==> src/rtl/univ_shift_reg.sv <==
// Universal shift register: load/shift/rotate/clear single steps plus a
// counted burst of shift/rotate steps sequenced by a small IDLE/SHIFT/DONE FSM.
module univ_shift_reg #(
  parameter int WIDTH = 8,
  parameter int LEN_W = $clog2(WIDTH) + 1
) (
  input  logic             clk,
  input  logic             reset,
  input  logic             en,
  input  logic [2:0]       mode,
  input  logic [WIDTH-1:0] data_in,
  input  logic             ser_in_l,
  input  logic             ser_in_r,
  input  logic             start,
  input  logic [LEN_W-1:0] burst_len,
  output logic [WIDTH-1:0] data_out,
  output logic             ser_out_msb,
  output logic             ser_out_lsb,
  output logic             busy,
  output logic             done
);

  localparam logic [1:0] IDLE  = 2'd0;
  localparam logic [1:0] SHIFT = 2'd1;
  localparam logic [1:0] DONE  = 2'd2;

  localparam logic [2:0] M_HOLD = 3'b000;
  localparam logic [2:0] M_LOAD = 3'b001;
  localparam logic [2:0] M_SHL  = 3'b010;
  localparam logic [2:0] M_SHR  = 3'b011;
  localparam logic [2:0] M_ROL  = 3'b100;
  localparam logic [2:0] M_ROR  = 3'b101;
  localparam logic [2:0] M_CLR  = 3'b110;

  logic [1:0]       state;
  logic [2:0]       burst_op;
  logic [LEN_W-1:0] cnt;
  logic [2:0]       op;
  logic [WIDTH-1:0] step_val;
  logic             burst_mode;

  assign burst_mode = (mode == M_SHL) || (mode == M_SHR) ||
                      (mode == M_ROL) || (mode == M_ROR);

  // During a burst the latched op drives the datapath; the live mode is ignored.
  always_comb begin
    op       = (state == SHIFT) ? burst_op : mode;
    step_val = data_out;
    case (op)
      M_HOLD:  step_val = data_out;
      M_LOAD:  step_val = data_in;
      M_SHL:   step_val = {data_out[WIDTH-2:0], ser_in_l};
      M_SHR:   step_val = {ser_in_r, data_out[WIDTH-1:1]};
      M_ROL:   step_val = {data_out[WIDTH-2:0], data_out[WIDTH-1]};
      M_ROR:   step_val = {data_out[0], data_out[WIDTH-1:1]};
      M_CLR:   step_val = '0;
      default: step_val = data_out;
    endcase
  end

  always_ff @(posedge clk or posedge reset) begin
    if (reset) begin
      state    <= IDLE;
      data_out <= '0;
      cnt      <= '0;
      burst_op <= '0;
    end else begin
      case (state)
        IDLE: begin
          if (start && burst_mode) begin
            // Burst acceptance never touches data_out, even with en high.
            burst_op <= mode;
            cnt      <= burst_len;
            state    <= (burst_len != '0) ? SHIFT : DONE;
          end else if (en) begin
            data_out <= step_val;
          end
        end
        SHIFT: begin
          if (en) begin
            data_out <= step_val;
            cnt      <= cnt - 1'b1;
            if (cnt == LEN_W'(1)) state <= DONE;
          end
        end
        DONE: begin
          if (en) data_out <= step_val;
          state <= IDLE;
        end
        default: state <= IDLE;
      endcase
    end
  end

  assign busy        = (state == SHIFT);
  assign done        = (state == DONE);
  assign ser_out_msb = data_out[WIDTH-1];
  assign ser_out_lsb = data_out[0];

endmodule

==> config.mk <==
export PLATFORM = sky130hd
export DESIGN_NAME = univ_shift_reg
export DESIGN_NICKNAME = d
export VERILOG_FILES = /design/src/rtl/univ_shift_reg.sv
export SDC_FILE = /design/constraint.sdc
export NUM_CORES = 1
export LEC_CHECK = 0
export ABC_AREA = 1
export CORE_MARGIN = 5
export CORE_UTILIZATION = 50
export CTS_CLUSTER_SIZE = 12
export DETAILED_ROUTE_END_ITERATION = 16
export PLACE_DENSITY = 0.82
export SLEW_MARGIN = 0
export SYNTH_ARGS = -nofsm -noshare
export SYNTH_HDL_FRONTEND = slang
export SYNTH_SLANG_ARGS = --single-unit
==> constraint.sdc <==
create_clock -name clk -period 2.3 [get_ports clk]
set_input_delay 0.23 -clock clk [delete_from_list [all_inputs] [get_ports clk]]
set_output_delay 0.23 -clock clk [all_outputs]
set_load 0.005 [all_outputs]
==> flow_summary_export.csv <==
group,metric,value,unit
outcome,status,"finished, final reports clean",
critical_path,startpoint,"state[0]",
routing,drt_iter0_markers,73,
critical_path,worstSetupPathType,"reg2out",
cells_and_area,layout_common_cells,"nand2_1, clkdlybuf4s50_1, nor2_1",
hold_path,min_path_type,"in2async",
critical_path,r2r-start,"state[0]",
critical_path,cp.depth,3,
sta,worst_pin_slew,647,ps
floorplanning,die_x,60.4,um
power_and_ir_drop,seqPwrFrac,29.0,%
routing,viasPerCell,5.14,
cells_and_area,seq_area,425,um2
sta,fin_setup_tns,0,ps
critical_path,cp.buffers_inverters,2,
critical_path,crit_end,"busy",
critical_path,cp_top_family,"buffers and inverters",
grt,antenna_found_initial,0,
logic_synthesis,syn_inst,184,
power_and_ir_drop,total_power,2020,uW
critical_path,crit_slowest_cell,"dfrtp_1",
critical_path,cp-start-kind,"flip-flop",
floorplanning,coreArea,2450,um2
critical_path,cp.arrival,1770,ps
flow_run,cap_viol_max_count,0,
sta,rsz0062_at_grt,"no",
clock_network,cts.clk_slew.worst_paths,110,ps
clock_network,cts_buffer_depth,2,
cells_and_area,final_common_cell,"nand2_1",
grt,grt_pass1_vias,1178,
floorplanning,rows,18,
clock_network,ctsResizeCount,0,
floorplanning,die_area,3650,um2
place,dp.final_hpwl,2.28,mm
cells_and_area,synthToLayoutAreaGrowth,26.5,%
cells_and_area,nNetsFinal,239,
critical_path,max_stage_delay,550,ps
floorplanning,die_h,60.4,um
logic_synthesis,synth_area_leaders,"dfrtp_1, nand2_1, nand3_1",
sta,period_minus_slack,2000,ps
routing,vias,1259,
routing,drtAntennaViolNets,0,
power_and_ir_drop,sw_frac_of_total,48.7,%
sta,skew,6.85,ps
cells_and_area,antenna_cells,0,
logic_synthesis,yosysUniqueCellTypes,26,
critical_path,rrSetupSlack,610,ps
clock_network,cts_tree,"built",
power_and_ir_drop,combPwrFrac,62.8,%
logic_synthesis,netlist_area,1270,um2
critical_path,path_max_fanout,10,
cells_and_area,fillers,219,
sta,hold_violations,0,
logic_synthesis,synth.largest_area_cell,"dfrtp_1",
sta,relSlewSlack,56.8,%
logic_synthesis,seq_area_frac_synth,33.4,%
power_and_ir_drop,p_switching,983,uW
floorplanning,ioPinCount,33,
grt,grt_pass1_wl,4.92,mm
power_and_ir_drop,internal_power,1040,uW
power_and_ir_drop,p_leak,0.000791,uW
sta,fin_crit_sh,87.0,%
clock_network,clockRootBuffer,"clkbuf_4",
logic_synthesis,yosys.area.top_type_share,33.4,%
grt,grt_max_degree,18,
critical_path,crit_chain,"nand2_8 -> clkinv_1 -> clkdlybuf4s50_1",
grt,overflow,0,
routing,drtPass1Iterations,4,
clock_network,cts_setup_buffers,0,
place,place_congestion,0.870,
logic_synthesis,synth_nets,207,
clock_network,clock_latency,300,ps
sta,slew_viol_final,0,
clock_network,htreeDepth,1,
sta,finalSetupViolCount,0,
sta,max_freq,0.500,GHz
logic_synthesis,syn_avg_cell_area,6.92,um2
cells_and_area,multi_input_area,724,um2
critical_path,r2r_cells,7,
clock_network,cts_num_sinks,17,
floorplanning,initial_core_util,51.8,%
power_and_ir_drop,power_frac_clock,8.3,%
routing,drc_errors,0,
cells_and_area,drive_above_1_share,11.6,%
routing,wl,2.90,mm
clock_network,postCtsHoldBufs,0,
clock_network,cts-buffers-inserted,3,
critical_path,required,2070,ps
logic_synthesis,synth_seq_cells,17,
power_and_ir_drop,max-vdd-ir-drop,792,uV
routing,wl_per_cell,11.8,um
grt,gr-usage-all-layers,17.8,%
logic_synthesis,yosysWarnings,0,
place,portBuffers,32,
power_and_ir_drop,power.density,1260,nW/um2
critical_path,worstReg2RegEnd,"data_out[5]",
critical_path,endpoint_kind,"output port",
==> metrics by stage <==
step / setup slack [ps] / cell area [um2] / hold WS [ps] / std cells / util, %
floorplan: 907 / 1270 / 156 / 184 / -
global placement: 541 / 1580 / 506 / 241 / 64.4
detailed placement: 476 / 1580 / 516 / 241 / 64.4
CTS: 311 / 1610 / 328 / 245 / 65.5
global route: 186 / 1610 / 362 / 245 / 65.5
finish: 300 / 1610 / 300 / 245 / 65.5
==> cells in the mapped netlist, drive strengths merged <==
cell,instances
nand2,75
nor2,27
nand3,20
inv,18
dfrtp,17
o21ai,10
buf,5
ha,2
nand4,2
o211ai,2
a21oi,1
a22oi,1
clkinv,1
nand3b,1
o21a,1
xor2,1
==> routing by layer <==
layer	routed length, um	GRT usage [%]	vias to the layer above
met5	0	0	-
met4	53	8.67	0
met3	152	2.13	7
met2	1410	29.2	40
met1	1280	23.4	574
li1	-	-	638
==> power groups by stage <==
| stage | clock network, uW | registers [uW] | logic, uW |
|---|---|---|---|
| after floorplan | 0 | 541 | 998 |
| after global placement | 0 | 583 | 1230 |
| after CTS | 171 | 581 | 1270 |
| final | 167 | 585 | 1270 |
| after detailed placement | 0 | 588 | 1260 |
| after global routing | 186 | 608 | 1430 |
==> worst min path at each step <==
stage / end / start / slack [ps] / depth (start not counted)
after CTS: cnt[1] / reset / 330 / 2
after global placement: burst_op[2] / burst_op[2] / 510 / 1
after detailed placement: burst_op[0] / burst_op[0] / 520 / 2
final: data_out[5] / reset / 300 / 2
after global routing: data_out[5] / reset / 360 / 2
after floorplan: burst_op[0] / reset / 160 / 1
==> cell families after synthesis <==
family | after synthesis | share of synthesized area [%]
AND/OR/NAND/NOR | 125 | 46.7
buffers and inverters | 24 | 9.64
flip-flops | 17 | 33.4
AO/OA/AOI/OAI | 15 | 7.57
adder cells (fa/ha/maj) | 2 | 1.97
XOR/XNOR | 1 | 0.688
==> registers in the layout (all words and copies together), names as in the netlist <==
register and count:
burst_op 3, data_out 8, state 2, cnt 4
==> layout make-up <==
| class | count | area share [%] |
|---|---|---|
| clock buffers | 3 | 1.40 |
| repair buffers | 32 | 19.9 |
| clock inverters | 1 | 0.311 |
| multi-input cells | 143 | 45.0 |
| flip-flops and latches | 17 | 26.4 |
| well taps | 30 | 2.33 |
| inverters | 19 | 4.59 |
(Power assumes the default switching activity.)
